### src/rtl/buffered_uart_rx_pkg.sv
// rtl/buffered_uart_rx_pkg.sv - shared UART receiver/transmitter state encoding and timing helpers
package buffered_uart_rx_pkg;

    // Receiver/transmitter framing states; buffered_uart_tx uses the same encoding.
    typedef enum logic [1:0] {
        ST_IDLE  = 2'd0,
        ST_START = 2'd1,
        ST_DATA  = 2'd2,
        ST_STOP  = 2'd3
    } uart_state_t;

    localparam int DATA_BITS = 8;

    // Clocks per bit, truncated toward zero (416 at 48 MHz / 115200).
    function automatic int clks_per_bit(input int clk_freq, input int baud);
        return clk_freq / baud;
    endfunction

endpackage

### src/rtl/buffered_uart_rx_sync_fifo.sv
// rtl/buffered_uart_rx_sync_fifo.sv - show-ahead byte FIFO that drops pushes when full
module buffered_uart_rx_sync_fifo #(
    parameter int WIDTH      = 8,
    parameter int DEPTH_LOG2 = 4
) (
    input  logic             clk,
    input  logic             rst,
    input  logic             push,
    input  logic [WIDTH-1:0] push_data,
    input  logic             pop,
    output logic [WIDTH-1:0] data_out,
    output logic             empty,
    output logic             full,
    output logic             overrun
);

    localparam int DEPTH = 2 ** DEPTH_LOG2;

    logic [WIDTH-1:0]      mem [DEPTH];
    logic [DEPTH_LOG2-1:0] wr_ptr;
    logic [DEPTH_LOG2-1:0] rd_ptr;
    logic [DEPTH_LOG2:0]   count;
    logic                  do_push;
    logic                  do_pop;

    assign empty    = (count == '0);
    assign full     = (count == (DEPTH_LOG2 + 1)'(DEPTH));
    assign do_pop   = pop && !empty;
    // A pop in the same cycle frees the slot, so a push into a full FIFO is accepted then.
    assign do_push  = push && (!full || do_pop);
    assign data_out = empty ? '0 : mem[rd_ptr];

    // Storage write; contents are never reset because empty masks data_out.
    always_ff @(posedge clk) begin
        if (do_push) begin
            mem[wr_ptr] <= push_data;
        end
    end

    // Pointers, occupancy and the dropped-byte pulse.
    always_ff @(posedge clk or negedge rst) begin
        if (!rst) begin
            wr_ptr  <= '0;
            rd_ptr  <= '0;
            count   <= '0;
            overrun <= 1'b0;
        end else begin
            if (do_push) begin
                wr_ptr <= wr_ptr + 1'b1;
            end
            if (do_pop) begin
                rd_ptr <= rd_ptr + 1'b1;
            end
            case ({do_push, do_pop})
                2'b10:   count <= count + 1'b1;
                2'b01:   count <= count - 1'b1;
                default: count <= count;
            endcase
            overrun <= push && full && !pop;
        end
    end

endmodule

### src/rtl/buffered_uart_rx.sv
// rtl/buffered_uart_rx.sv - 8N1 UART receiver feeding a byte FIFO for the USB bridge
module buffered_uart_rx
    import buffered_uart_rx_pkg::*;
#(
    parameter int CLK_FREQ   = 48000000,
    parameter int BAUD       = 115200,
    parameter int DEPTH_LOG2 = 4
) (
    input  logic       clk,
    input  logic       rst,
    input  logic       uart_rx,
    output logic [7:0] data_out,
    input  logic       r_en,
    output logic       empty,
    output logic       full,
    output logic       overrun,
    output logic       frame_err
);

    localparam int CLKS_PER_BIT = clks_per_bit(CLK_FREQ, BAUD);
    localparam int BCNT_W       = $clog2(CLKS_PER_BIT);
    localparam logic [BCNT_W-1:0] HALF_LAST = BCNT_W'(CLKS_PER_BIT / 2 - 1);
    localparam logic [BCNT_W-1:0] FULL_LAST = BCNT_W'(CLKS_PER_BIT - 1);

    uart_state_t            state;
    logic [BCNT_W-1:0]      bcnt;
    logic [2:0]             bidx;
    logic [DATA_BITS-1:0]   shift;
    logic                   sync1;
    logic                   rx_s;
    logic                   push;
    // Set after a bad stop bit so a held-low line (break) cannot retrigger a frame.
    logic                   wait_high;

    // Two-flop synchronizer; the line idles high so the flops reset to 1.
    always_ff @(posedge clk or negedge rst) begin
        if (!rst) begin
            sync1 <= 1'b1;
            rx_s  <= 1'b1;
        end else begin
            sync1 <= uart_rx;
            rx_s  <= sync1;
        end
    end

    // Framing FSM: start-bit qualification at mid-bit, LSB-first data, mid-stop decision.
    always_ff @(posedge clk or negedge rst) begin
        if (!rst) begin
            state     <= ST_IDLE;
            bcnt      <= '0;
            bidx      <= '0;
            shift     <= '0;
            push      <= 1'b0;
            frame_err <= 1'b0;
            wait_high <= 1'b0;
        end else begin
            push      <= 1'b0;
            frame_err <= 1'b0;
            case (state)
                ST_IDLE: begin
                    bcnt <= '0;
                    if (wait_high) begin
                        if (rx_s) begin
                            wait_high <= 1'b0;
                        end
                    end else if (!rx_s) begin
                        state <= ST_START;
                    end
                end
                ST_START: begin
                    if (bcnt == HALF_LAST) begin
                        bcnt  <= '0;
                        bidx  <= '0;
                        state <= rx_s ? ST_IDLE : ST_DATA;
                    end else begin
                        bcnt <= bcnt + 1'b1;
                    end
                end
                ST_DATA: begin
                    if (bcnt == FULL_LAST) begin
                        bcnt        <= '0;
                        shift[bidx] <= rx_s;
                        if (bidx == 3'd7) begin
                            state <= ST_STOP;
                        end else begin
                            bidx <= bidx + 1'b1;
                        end
                    end else begin
                        bcnt <= bcnt + 1'b1;
                    end
                end
                ST_STOP: begin
                    if (bcnt == FULL_LAST) begin
                        bcnt  <= '0;
                        state <= ST_IDLE;
                        if (rx_s) begin
                            push <= 1'b1;
                        end else begin
                            frame_err <= 1'b1;
                            wait_high <= 1'b1;
                        end
                    end else begin
                        bcnt <= bcnt + 1'b1;
                    end
                end
                default: state <= ST_IDLE;
            endcase
        end
    end

    buffered_uart_rx_sync_fifo #(
        .WIDTH      (DATA_BITS),
        .DEPTH_LOG2 (DEPTH_LOG2)
    ) u_fifo (
        .clk       (clk),
        .rst       (rst),
        .push      (push),
        .push_data (shift),
        .pop       (r_en),
        .data_out  (data_out),
        .empty     (empty),
        .full      (full),
        .overrun   (overrun)
    );

endmodule

### config.mk
export PLATFORM = sky130hd
export DESIGN_NAME = buffered_uart_rx
export DESIGN_NICKNAME = d
export VERILOG_FILES = /design/src/rtl/buffered_uart_rx_pkg.sv /design/src/rtl/buffered_uart_rx_sync_fifo.sv /design/src/rtl/buffered_uart_rx.sv
export SDC_FILE = /design/constraint.sdc
export NUM_CORES = 1
export LEC_CHECK = 0
export CAP_MARGIN = 20
export CORE_MARGIN = 4
export CORE_UTILIZATION = 33
export CTS_CLUSTER_DIAMETER = 60
export DETAILED_ROUTE_END_ITERATION = 10
export HOLD_SLACK_MARGIN = 0.08
export PLACE_DENSITY = 0.45
export SYNTH_ARGS = -nofsm -noshare
export SYNTH_HDL_FRONTEND = slang
export SYNTH_SLANG_ARGS = --single-unit
### constraint.sdc
create_clock -name clk -period 3.6 [get_ports clk]
set_input_delay 0.72 -clock clk [delete_from_list [all_inputs] [get_ports clk]]
set_output_delay 0.72 -clock clk [all_outputs]
set_load 0.01 [all_outputs]
# Word-level counts from Yosys, hierarchy flattened

Memories as Yosys holds them, arrays and structs flattened.
Index checks and enable logic that the tools add are counted.

Muxes and demuxes: 32
Reductions and logical operators: 19
Add/subtract/negate cells: 6
Equal/unequal tests: 17
$lt $le $gt $ge: 2

Operators by type and width:

| cell                | count |
|---|---|
| $pmux 9 s3          | 1 |
| $mux 9              | 2 |
| $ne 2x2->1 const B  | 8 |
| $mux 2              | 7 |
| $mux 1              | 12 |
| $pmux 5 s2          | 1 |
| $add 9x1->9 const B | 1 |
| $eq 9x8->1 const B  | 1 |
| $eq 9x9->1 const B  | 1 |
| $mux 3              | 3 |
| $add 4x1->4 const B | 2 |
| $bwmux 8            | 1 |
| $mux 8              | 1 |
| $pmux 2 s4          | 1 |
| $eq 2x2->1 const B  | 3 |
| $pmux 3 s2          | 1 |
| $reduce_and 6->1    | 1 |
| $reduce_bool 2->1   | 3 |
| $add 5x1->5 const B | 1 |
| $eq 5x5->1 const B  | 1 |
| $logic_and 1x1->1   | 5 |
| $logic_not 5->1     | 1 |
| $sub 5x1->5 const B | 1 |
| $eq 2x1->1 const B  | 2 |
| other kinds (13)    | 15 |

Bits in writable memories: 128
Input port bits: 4
Memories kept: 1
Flip-flop bits (word level): 41
Word-level logic and storage cells: 90

Memory list:

| name       | depth | width | rd ports | clocked after memory_dff | write ports | line                             | source |
|---|---|---|---|---|---|---|---|
| u_fifo.mem | 16    | 8     | 1        | 0                        | 1           | buffered_uart_rx_sync_fifo.sv:19 | `logic [WIDTH-1:0] mem [DEPTH];` |

# Longest topological paths before layout

Gate-level depths: netlist of the first run.

Depth after elaboration: 7
Gate-level depth with buffers: 11
Depth with buffers taken out: 10

# By module

From an unflattened synthesis of the first run, not the netlist that was laid out.

Cell total of the unflattened synthesis: 430
Area total of the unflattened synthesis: 7208.2 sq um

By module, submodules not included:

| module                     | area each (sq um) | instances | cells each |
|---|---|---|---|
| buffered_uart_rx_sync_fifo | 5868.1            | 1         | 308 |
| buffered_uart_rx           | 1340.0            | 1         | 122 |

# Worst setup path before layout of the first run

OpenSTA, ideal clock, no wires.

Kind: in2reg
Start: input port r_en
End: register u_fifo.count[4]
Stages: 11
Slack: 1.198 ns
Arrival: 2.279 ns
Buffers on the path: 1
Path through: inv_1 > a31oi_4 > inv_1 > ha_1 > buf_2 > xor2_1 > ha_1 > and3b_1 > o21ai_0 > a21oi_1 > xnor2_1

Word-level cells in the longest chain between the ends: 5
Elaborated cells on any way between the ends: 7
Those cells by class: eq/ne: 2; mux: 1; reduce/logical: 4

RTL lines:

| what                                            | line                             | source |
|---|---|---|
| from (decl)                                     | buffered_uart_rx.sv:13           | `input logic r_en,` |
| $logic_and 1x1->1 (*)                           | buffered_uart_rx_sync_fifo.sv:28 | `assign do_pop = pop && !empty;` |
| $logic_or 1x1->1                                | buffered_uart_rx_sync_fifo.sv:30 | `assign do_push = push && (!full \|\| do_pop);` |
| $logic_and 1x1->1                               | buffered_uart_rx_sync_fifo.sv:30 |  |
| $eq 2x1->1 or $eq 2x2->1 (tied branches)        | buffered_uart_rx_sync_fifo.sv:54 | `case ({do_push, do_pop})` |
| $pmux 5 s2 or $reduce_bool 2->1 (tied branches) | n/a                              |  |
| to (signal assigned)                            | buffered_uart_rx_sync_fifo.sv:55 | `2'b10: count <= count + 1'b1;` |
| to (signal assigned)                            | buffered_uart_rx_sync_fifo.sv:56 | `2'b01: count <= count - 1'b1;` |
| to (signal assigned)                            | buffered_uart_rx_sync_fifo.sv:57 | `default: count <= count;` |
| to (decl)                                       | buffered_uart_rx_sync_fifo.sv:22 | `logic [DEPTH_LOG2:0] count;` |

Every way passes the cells marked *; elsewhere a longest branch is shown, timed or not.
A chain may end at the register's enable or synchronous reset.

# Worst setup path in the final report of the first run

Start: register u_fifo.rd_ptr[0]
End: output port data_out[0]

Word-level cells in the longest chain between the ends: 2

RTL lines:

| what                   | line                             | source |
|---|---|---|
| from (decl)            | buffered_uart_rx_sync_fifo.sv:21 | `logic [DEPTH_LOG2-1:0] rd_ptr;` |
| from (signal assigned) | buffered_uart_rx_sync_fifo.sv:52 | `rd_ptr <= rd_ptr + 1'b1;` |
| $mem_v2 16x8           | n/a                              |  |
| $mux 8                 | buffered_uart_rx_sync_fifo.sv:31 | `assign data_out = empty ? '0 : mem[rd_ptr];` |
| to (decl)              | buffered_uart_rx.sv:12           | `output logic [7:0] data_out,` |

No other way between the ends.

==> results_dict.tcl, run 1 <==
set metrics [dict create \
    flop_pwr_share_pct 47.0 \
    hold_viol 0 \
    finalHoldWorstSlack_ps 357 \
    power.static_leakage_nw 3.30 \
    grt_pass1_wl_um 21900 \
    arrival_worst_endpoint_ps 2690 \
    gp_routability_congestion 0.709 \
    global_route.overflow_total 0 \
    reg2reg_depth 10 \
    report.final.slew_viol_count 0 \
    number_of_drc_markers_in_iteration_0 209 \
    achievable-frequency_mhz 294 \
    yosysMostFrequentCell "sky130_fd_sc_hd__edfxtp_1" \
    insertion_delay_to_the_later_sink_of_the_worst_skew_pair_ps 420 \
    holdCritStartpoint "sync1$_DFF_PN1_" \
    core.rowCount 53 \
    grt_start_max_net_pins 42 \
    clock-root-buffer "sky130_fd_sc_hd__clkbuf_16" \
    timing.rr.end "u_fifo.count[4]$_DFFE_PN0P_" \
    share_comb_of_total_power_pct 14.7 \
    timing.rr.start "u_fifo.count[1]$_DFFE_PN0P_" \
    pwr_density_cell_nw_per_um2 578 \
    critPathRequiredTime_ps 2880 \
    final_wl_um 13900 \
    synth-seq-cells 169 \
    antenna_found_initial 0 \
    setup_violations 0 \
    detail_route.wl_per_cell_um 19.1 \
    post_layout_nets 457 \
    max_capacitance_violation_count 0 \
    ir_drop_mv 0.309 \
    clock_skews_ps 10.0 \
    worst-slew-pin-transition_ps 925 \
    synth_area_um2 7090 \
    switching_share_pct 26.6 \
    drc_errors 0 \
    cts_tree "done" \
    hold_path_cell_cnt 0 \
    async_flop_share_pct 24.3 \
    grt_setup_unrepaired "false" \
    synthDistinctLibCells 49 \
    synthToLayoutAreaGrowth_pct 15.9 \
    yosys_synthesis_warning_count 0 \
    largest_cells_by_area_after_synthesis "sky130_fd_sc_hd__edfxtp_1 54%, sky130_fd_sc_hd__dfrtp_1 14%, sky130_fd_sc_hd__mux4_2 6.4%" \
    dpl-instance-area_um2 7640 \
    dpl_worst_slack_ps 554 \
    post-route-min-period_ps 3410 \
    numPortBuffers 15 \
    hold_class "reg2reg" \
    intPower_mw 3.49 \
    worstHoldEndpoint "rx_s$_DFF_PN1_" \
    crit_path_max_fanout 28 \
    cts_made_buffers 17 \
    viasPerCell 4.92 \
    final_cell_area_um2 8220 \
    chip_height_um 155 \
    cell_accounting_for_the_most_synthesized_area "sky130_fd_sc_hd__edfxtp_1" \
    synthFlopType "sky130_fd_sc_hd__edfxtp_1" \
    startpoint_type "flop" \
    synthesis.instances 408 \
    ff2ff_setup_slack_ps 1010 \
    chipWidth_um 155 \
    dpl_hpwl_um 8870 \
    maxSlewHeadroom_pct 38.3 \
    cp-end-kind "primary output" \
    final_antenna_net_count 0 \
    run_status "complete, no violations" \
    power.clock.fraction_pct 38.3 \
    clk_pin_slew_worst_paths_ps 70 \
    synth_top_area_share_pct 54.2 \
    track_usage_pct 12.4 \
    dr.pass1.iters 4 \
    top_level_i_o_count 16 \
    core_outline_area_um2 21100 \
    route.vias.total 3592 \
    antenna_cells 0 \
    tns_ps 0 \
    drive_above_1_share_pct 20.2 \
    critical_path_class "reg2out" \
    clock_sink_count 169 \
    yosysSeqAreaShare_pct 68.7 \
    post_cts_hold_buffer_count 0 \
    cts.htree.levels 4 \
    post_cts.repair.setup_buffers 0 \
    synth_edf_count 128 \
    effective_utilization_at_floorplan_pct 33.6 \
    switching_pwr_mw 1.27 \
    max-clock-path-buffers 2 \
    syn_nets 423 \
    fin_ws_ps 194 \
    ctsResizeCount 0 \
    netlist_top_cells_count "128 x sky130_fd_sc_hd__edfxtp_1, 39 x sky130_fd_sc_hd__dfrtp_1, 25 x sky130_fd_sc_hd__nor2_1" \
    avgSynthCellArea_um2 17.4 \
    finalCritPeriodShare_pct 94.6 \
    first_global_vias 3698 \
    die_area_um2 23900 \
]
## logic make-up (layout without fill, tap and decap cells)
group                      after synthesis  count (layout)  share of synthesized area [%]
muxes                                   59              59                           14.8
xor gates and xnor gates                20              20                           2.47
buffers and inverters                   32              79                           2.31
adders and majority gates               11              11                           1.94
DFF                                    169             169                           68.7
and+or+nand+nor                         86              86                           6.79
AOI/OAI and AO/OA                       31              31                           3.00
## routing by layer
metal / GRT usage [%] / vias up / wire length (um)
li1: - / 1659 / -
met1: 17.1 / 1871 / 6720
met2: 19.2 / 52 / 6660
met3: 3.53 / 10 / 430
met4: 3.53 / 0 / 127
met5: 0 / - / 0
## power by group through the flow
stage                     clock network, mW  registers, mW  logic (mW)
after CTS                              1.87           2.24       0.719
after detailed placement                  0           2.28       0.718
after global placement                    0           2.27       0.709
after global routing                   1.97           2.25       0.760
after floorplan                           0           2.23       0.588
final                                  1.82           2.24       0.697
## registers in the layout, indices dropped and copies added, names as in the netlist, 3 cells and up, named ones only
signal	flops
bcnt	9
bidx	3
shift	8
u_fifo.count	5
u_fifo.mem	128
u_fifo.rd_ptr	4
u_fifo.wr_ptr	4
## cell type report
type / instances / area (um2)
Sequential cell: 169 / 4870
Clock buffer: 17 / 425
Tap cell: 275 / 344
Timing Repair Buffer: 34 / 313
Multi-Input combinational cell: 207 / 2060
Inverter: 13 / 48.8
Fill cell: 1949 / 12900
Clock inverter: 15 / 161
## worst max-delay path by stage
stage	from	to	slack [ps]	cells after the start
floorplan	r_en	u_fifo.count[4]$_DFFE_PN0P_	1200	11
global placement	r_en	u_fifo.count[4]$_DFFE_PN0P_	590	11
detailed placement	r_en	u_fifo.count[4]$_DFFE_PN0P_	550	11
CTS	u_fifo.rd_ptr[0]$_DFFE_PN0P_	data_out[0]	110	5
global route	u_fifo.rd_ptr[0]$_DFFE_PN0P_	data_out[5]	50	5
finish	u_fifo.rd_ptr[0]$_DFFE_PN0P_	data_out[0]	190	5
## worst max-delay path, cell delays in order, from the launching register on
cell                              delay [ps]
sky130_fd_sc_hd__dfrtp_2                 520
sky130_fd_sc_hd__buf_12                  290
sky130_fd_sc_hd__mux4_1                  620
sky130_fd_sc_hd__mux2i_1                 190
sky130_fd_sc_hd__o22ai_1                 130
sky130_fd_sc_hd__clkdlybuf4s50_1         500
## cells in the final DEF (no fill, tap or decap), types with 2 or more instances in the layout
cell,Yosys,routed
sky130_fd_sc_hd__dfstp_2,2,2
sky130_fd_sc_hd__nand2_1,16,16
sky130_fd_sc_hd__nor3_1,11,11
sky130_fd_sc_hd__mux2_2,11,11
sky130_fd_sc_hd__o22ai_1,8,8
sky130_fd_sc_hd__a22o_1,2,2
sky130_fd_sc_hd__mux2i_1,16,16
sky130_fd_sc_hd__xnor2_1,11,11
sky130_fd_sc_hd__clkinvlp_4,0,3
sky130_fd_sc_hd__xor2_1,9,9
sky130_fd_sc_hd__and4_1,2,2
sky130_fd_sc_hd__nand4_1,4,4
sky130_fd_sc_hd__buf_12,0,2
sky130_fd_sc_hd__inv_8,0,2
sky130_fd_sc_hd__mux4_2,20,20
sky130_fd_sc_hd__clkdlybuf4s50_1,0,14
sky130_fd_sc_hd__clkinv_1,0,2
sky130_fd_sc_hd__and3b_1,2,2
sky130_fd_sc_hd__nand2b_1,4,4
sky130_fd_sc_hd__inv_6,0,4
sky130_fd_sc_hd__buf_4,0,17
sky130_fd_sc_hd__and4b_1,2,2
sky130_fd_sc_hd__o21ai_0,5,5
sky130_fd_sc_hd__nand3_1,8,8
sky130_fd_sc_hd__nor2_1,25,25
sky130_fd_sc_hd__edfxtp_1,128,128
sky130_fd_sc_hd__a21oi_1,6,6
sky130_fd_sc_hd__nor3b_1,3,3
sky130_fd_sc_hd__bufinv_16,0,2
sky130_fd_sc_hd__dfrtp_1,39,38
sky130_fd_sc_hd__ha_1,11,11
sky130_fd_sc_hd__inv_1,13,13
sky130_fd_sc_hd__clkbuf_16,0,17
sky130_fd_sc_hd__mux4_1,12,12
## metrics by stage
| step | util [%] | power (mW) | instances |
|---|---|---|---|
| floorplan | - | 2.82 | 408 |
| global placement | 36.2 | 2.98 | 698 |
| detailed placement | 36.2 | 3.00 | 698 |
| CTS | 39.0 | 4.83 | 730 |
| global route | 39.0 | 4.98 | 730 |
| finish | 39.0 | 4.76 | 730 |
No activity file was read; power rests on OpenSTA's default activity.
==> inputs of run 2 (changes only) <==
- GPL_ROUTABILITY_DRIVEN: default -> 0
==> results of run 2 <==
The final DEF is identical to that of run 1; final timing and power are the same.
==> inputs of run 3 (changes only) <==
- SYNTH_HIERARCHICAL: default -> 1
==> run 3 against run 2 <==
Worst setup slack worse by 18 ps. Cell area up 1.6%. Synthesized cell count rose by 5.4%. Via count up 3.6%. Wire length rose by 3.1%. Non-clock buffer count is 3 lower. Synthesized area is 1.6% higher. Critical path type unchanged.
==> results_dict.tcl, run 3 <==
set metrics [dict create \
    chip_height_um 156 \
    synthDistinctLibCells 57 \
    viasPerCell 5.01 \
    synthesis.instances 430 \
    dpl_worst_slack_ps 431 \
    clock_sink_count 169 \
    core_outline_area_um2 21200 \
    achievable-frequency_mhz 292 \
    largest_cells_by_area_after_synthesis "sky130_fd_sc_hd__edfxtp_1 53%, sky130_fd_sc_hd__dfrtp_1 14%, sky130_fd_sc_hd__mux4_2 10%" \
    cts_made_buffers 17 \
    cpPeakStageDelay_ps 570 \
    finalCritPeriodShare_pct 95.1 \
    grt_setup_unrepaired "false" \
    top_level_i_o_count 16 \
    worstPathCellList "or4_1 -> nor2_2 -> a211oi_1 -> clkdlybuf4s50_1" \
    first_global_vias 3911 \
    crit_path_max_fanout 11 \
    reg2reg_depth 7 \
    numPortBuffers 15 \
    synth_edf_count 128 \
    avgSynthCellArea_um2 16.8 \
    drive_above_1_share_pct 22.3 \
    ir_drop_mv 0.288 \
    critical_path_class "reg2out" \
    route.vias.total 3720 \
    yosysMostFrequentCell "sky130_fd_sc_hd__edfxtp_1" \
    power.static_leakage_nw 3.26 \
    yosysSeqAreaShare_pct 67.6 \
    hold_class "reg2reg" \
    finalHoldWorstSlack_ps 356 \
    largest-register "u_fifo/mem" \
    chipWidth_um 156 \
    grt_pass1_wl_um 23000 \
    effective_utilization_at_floorplan_pct 34.0 \
    stdcell_count 742 \
    dr.pass1.iters 4 \
    post_cts_hold_buffer_count 0 \
    antenna_cells 0 \
    layout_top_registers "u_fifo/mem (128), bcnt (9), shift (8)" \
    hold_path_cell_cnt 0 \
    worstPathBufferInverterCount 1 \
    synth_top_area_share_pct 53.3 \
    most-common-layout-cells "128 x sky130_fd_sc_hd__edfxtp_1, 37 x sky130_fd_sc_hd__dfrtp_1, 32 x sky130_fd_sc_hd__mux4_2, 25 x sky130_fd_sc_hd__nor2_1, 17 x sky130_fd_sc_hd__clkbuf_16" \
    cp-end-kind "primary output" \
    startpoint_type "flop" \
    clock-root-buffer "sky130_fd_sc_hd__clkbuf_16" \
    clock_skews_ps 11.2 \
    post-route-min-period_ps 3420 \
    timing.rr.end "u_fifo/count[3]$_DFFE_PN0P_" \
    max-clock-path-buffers 2 \
    ff2ff_setup_slack_ps 640 \
    timing.rr.start "u_fifo/count[1]$_DFFE_PN0P_" \
    critPathRequiredTime_ps 2880 \
    maxSlewHeadroom_pct 36.9 \
    global_route.overflow_total 0 \
    holdCritStartpoint "sync1$_DFF_PN1_" \
    setup_violations 0 \
    tns_ps 0 \
    hold_viol 0 \
    cell_accounting_for_the_most_synthesized_area "sky130_fd_sc_hd__edfxtp_1" \
    drc_errors 0 \
    top_delay_family_on_crit_path "simple AND/OR/NAND/NOR gates" \
    post_layout_nets 468 \
    layout_commonest_cell "sky130_fd_sc_hd__edfxtp_1" \
    synth-seq-cells 169 \
    syn_nets 444 \
    synth_area_um2 7210 \
    core.rowCount 53 \
    report.final.slew_viol_count 0 \
    number_of_drc_markers_in_iteration_0 189 \
    max_capacitance_violation_count 0 \
    run_status "complete, no violations" \
    insertion_delay_to_the_later_sink_of_the_worst_skew_pair_ps 420 \
    die_area_um2 24300 \
    final_antenna_net_count 0 \
    largest_register_ffs 128 \
    pwr_density_cell_nw_per_um2 614 \
    worst-slew-pin-transition_ps 946 \
    antenna_found_initial 0 \
    final_wl_um 14400 \
    grt_start_max_net_pins 42 \
    cts_tree "done" \
    async_flop_share_pct 24.3 \
    totalPowerFinal_mw 5.13 \
    clk_pin_slew_worst_paths_ps 60 \
    cts.htree.levels 4 \
    synthToLayoutAreaGrowth_pct 15.9 \
    detail_route.wl_per_cell_um 19.4 \
    worst_path_max_delay_cell "sky130_fd_sc_hd__or4_1" \
    fin_ws_ps 176 \
    placed_cells 707 \
    netlist_top_cells_count "128 x sky130_fd_sc_hd__edfxtp_1, 39 x sky130_fd_sc_hd__dfrtp_1, 32 x sky130_fd_sc_hd__mux4_2" \
    worstHoldEndpoint "rx_s$_DFF_PN1_" \
    synthFlopType "sky130_fd_sc_hd__edfxtp_1" \
    dpl_hpwl_um 9260 \
    arrival_worst_endpoint_ps 2700 \
    yosys_synthesis_warning_count 6 \
    track_usage_pct 12.7 \
]
## run 3: metrics by stage
step / util, % / cell area, um2
floorplan: - / 7210
global placement: 36.2 / 7690
detailed placement: 36.2 / 7690
CTS: 39.2 / 8320
global route: 39.4 / 8360
finish: 39.4 / 8360
## run 3: worst max-delay path by stage
stage | startpoint | end | slack, ps | cells past startpoint
after detailed placement | u_fifo/rd_ptr[1]$_DFFE_PN0N_ | data_out[3] | 430 | 5
after global placement | u_fifo/rd_ptr[1]$_DFFE_PN0N_ | data_out[1] | 460 | 5
after CTS | u_fifo/rd_ptr[3]$_DFFE_PN0N_ | data_out[1] | 40 | 5
after floorplan | u_fifo/count[1]$_DFFE_PN0P_ | u_fifo/count[3]$_DFFE_PN0P_ | 900 | 10
final | u_fifo/count[1]$_DFFE_PN0P_ | data_out[1] | 180 | 4
after global routing | u_fifo/count[1]$_DFFE_PN0P_ | data_out[1] | 30 | 4
## run 3: cell families (layout without fill, tap and decap cells)
group           Yosys count  count (layout)  share of synthesized area (%)
flops                   169             169                           67.6
buf+inv                  38              75                           2.52
simple gates            100             100                           7.90
compound gates           45              45                           5.09
xor+xnor                 16              16                           1.94
fa+ha+maj                10              10                           1.74
mux                      52              52                           13.2
## run 3: area by class of cell
cell class | count | area [um2]
Timing Repair Buffer | 31 | 303
Inverter | 12 | 45.0
Clock buffer | 19 | 433
Sequential cell | 169 | 4880
Multi-Input combinational cell | 223 | 2160
Fill cell | 1963 | 12900
Clock inverter | 13 | 193
Tap cell | 275 | 344
## run 3: metal layers
| layer | vias to the layer above | track usage (%) | share of wire, % |
|---|---|---|---|
| met5 | - | 0 | 0 |
| met2 | 61 | 19.9 | 49 |
| met4 | 0 | 4.13 | 1.4 |
| met1 | 1906 | 17.4 | 47 |
| met3 | 9 | 3.00 | 3.3 |
| li1 | 1744 | - | - |
## run 3: timing repair
item                                    in CTS  in global routing
endpoints found under the setup margin       2                  2
gates resized for setup                      1                  1
buffers inserted                             0                  3
## run 3: report_power, final
part / internal [mW] / switching (mW)
clock network: 1.17 / 0.751
logic: 0.491 / 0.431
registers: 2.13 / 0.154
total: 3.80 / 1.34
## run 3: worst register-to-register path, cell delays in order, from the launching register on
cell and delay (ps):
sky130_fd_sc_hd__dfrtp_1 460, sky130_fd_sc_hd__or4_1 570, sky130_fd_sc_hd__nor2_2 530, sky130_fd_sc_hd__nor2_1 160
sky130_fd_sc_hd__ha_1 380, sky130_fd_sc_hd__nor2b_1 150, sky130_fd_sc_hd__a221o_1 340, sky130_fd_sc_hd__mux2_4 250
==> edit, RTL diff (settings of run 1) <==
Re-encode `uart_state_t` (4 states) as one-hot, 4 bits wide.
--- a/src/rtl/buffered_uart_rx_pkg.sv
+++ b/src/rtl/buffered_uart_rx_pkg.sv
@@ -2,11 +2,11 @@
 package buffered_uart_rx_pkg;
 
     // Receiver/transmitter framing states; buffered_uart_tx uses the same encoding.
-    typedef enum logic [1:0] {
-        ST_IDLE  = 2'd0,
-        ST_START = 2'd1,
-        ST_DATA  = 2'd2,
-        ST_STOP  = 2'd3
+    typedef enum logic [3:0] {
+        ST_IDLE  = 4'b0001,
+        ST_START = 4'b0010,
+        ST_DATA  = 4'b0100,
+        ST_STOP  = 4'b1000
     } uart_state_t;
 
     localparam int DATA_BITS = 8;
Formal check against the unedited RTL: no difference found for any inputs over 10 cycles, from zero or initial values and one cycle with rst low; not proved beyond that.
==> edit against run 1 <==
  * Total power up 6.2%
  * Worst setup slack worse by 0.042 ns
  * Sequential cell count up 2
  * Design area up 3.4%
  * Die area up 2.8%
  * Area after synthesis up 2.9%
  * Synthesized cell count up 6.6%
  * Wire length up 16%
  * Count of clock-buffer cells in the layout up 1
  * Critical endpoint is now data_out[4]
  * Highest routed layer unchanged
==> edit: results (changes against run 1) <==
grt_pass1_wl_um: 25500  # +16%
postCtsSetupBuffers: 0  # unchanged
fin_nets: 481  # +5.3%
reg.largest.list: "u_fifo.mem: 128 flops, bcnt: 9 flops, shift: 8 flops"
p_comb_share_pct: 17.0  # +2.3 points
endpoint: "data_out[4]"
postPlaceCellArea_um2: 7900  # +3.4%
outcome: "complete, no violations"
inverters: 15  # +2
ir_drop_mv: 0.299  # -3.4%
yosysUniqueCellTypes: 54  # +10%
buffer_area_share_pct: 3.97  # +0.17 points
multi_input_cells: 229  # +11%
p_int_mw: 3.64  # +4.2%
min_path_type: "primary input to asynchronous set/reset pin"
fill_cells: 2026  # +4.0%
grt_pass1_vias: 4150  # +12%
seq_area_um2: 4920  # +1.1%
async_reset_ff_share_pct: 25.1  # +0.89 points
synthMuxAreaShare_pct: 15.0  # +0.23 points
worstSetupStartpoint: "u_fifo.rd_ptr[0]"
clkbuf_count: 18  # +1
ys_seq_area_share_pct: 67.4  # -1.3 points
drive_gt1_share_pct: 25.2  # +4.9 points
routed_via_density: 5.21  # +5.9%
r2r_slack_ns: 0.64  # -0.37 ns
worstPathArrival_ns: 2.73  # +0.04 ns
dp_hpwl_um: 10200  # +15%
clock-sinks: 171  # +1.2%
syn_area_um2: 7300  # +2.9%
synth-compound-area-share_pct: 3.29  # +0.29 points
finalWeightedCongestion: 0.763  # +7.6%
grt_use_total_pct: 14.1  # +1.8 points
cp_max_fo: 19  # -32%
reg2reg_depth: 9  # -1
synth_xor_area_share_pct: 1.32  # -1.2 points
post_drt_wl_per_cell_um: 21.2  # +11%
drtIter0Drc: 324  # +55%
synth_area_leaders: "edfxtp_1, dfrtp_1, mux4_2"
clock_area_share_pct: 6.90  # -0.24 points
tightest_slew_ns: 0.790  # -0.135 ns
synthAdderAreaFrac_pct: 1.54  # -0.40 points
finClkSkew_ns: 0.0117  # +0.00170 ns
cpPeakStageDelay_ns: 0.54  # -0.08 ns
syn_nets: 448  # +5.9%
cts_buffers: 17  # unchanged
multi_input_comb_area_um2: 2250  # +9.4%
grt_max_degree: 44  # +4.8%
cpMaxStageDelayCell: "mux4_2"
power_leakage_nw: 3.31  # +0.32%
synth_common_cells: "edfxtp_1, dfrtp_1, mux4_2, nand2_1, nor2_1"
clk_pin_slew_ns: 0.07  # about the same
edit: changes by cell type after synthesis, moves of 7 or more:
cell	before	now
nor2_1	25	17
mux2i_1	16	5
buf_2	10	0
mux4_1	12	0
nand4_1	4	11
o22ai_1	8	1
mux4_2	20	40
nor4_1	1	11
clkbuf_1	3	14
and2_1	1	9
edit: per-stage QoR:
step	hold WS [ns]	total power, mW	cells	setup slack [ns]	utilization, %
2_1_floorplan	0.345	3.00	435	0.998	-
3_3_place_gp	0.347	3.26	728	0.572	36.2
3_5_place_dp	0.348	3.27	728	0.556	36.2
4_1_cts	0.358	5.12	760	0.114	38.9
5_1_grt	0.136	5.32	761	0.0512	39.0
6_report	0.140	5.05	761	0.152	39.0
edit: routing by layer:
layer  wire, um  share of wire (%)  vias to the layer above  global-route usage [%]
li1           -                  -                     1803                       -
met1       7400                 46                     2077                    19.3
met2       7990                 50                       69                    22.8
met3        558                3.5                       16                    3.26
met4        188                1.2                        0                    4.05
met5          0                  0                        -                       0
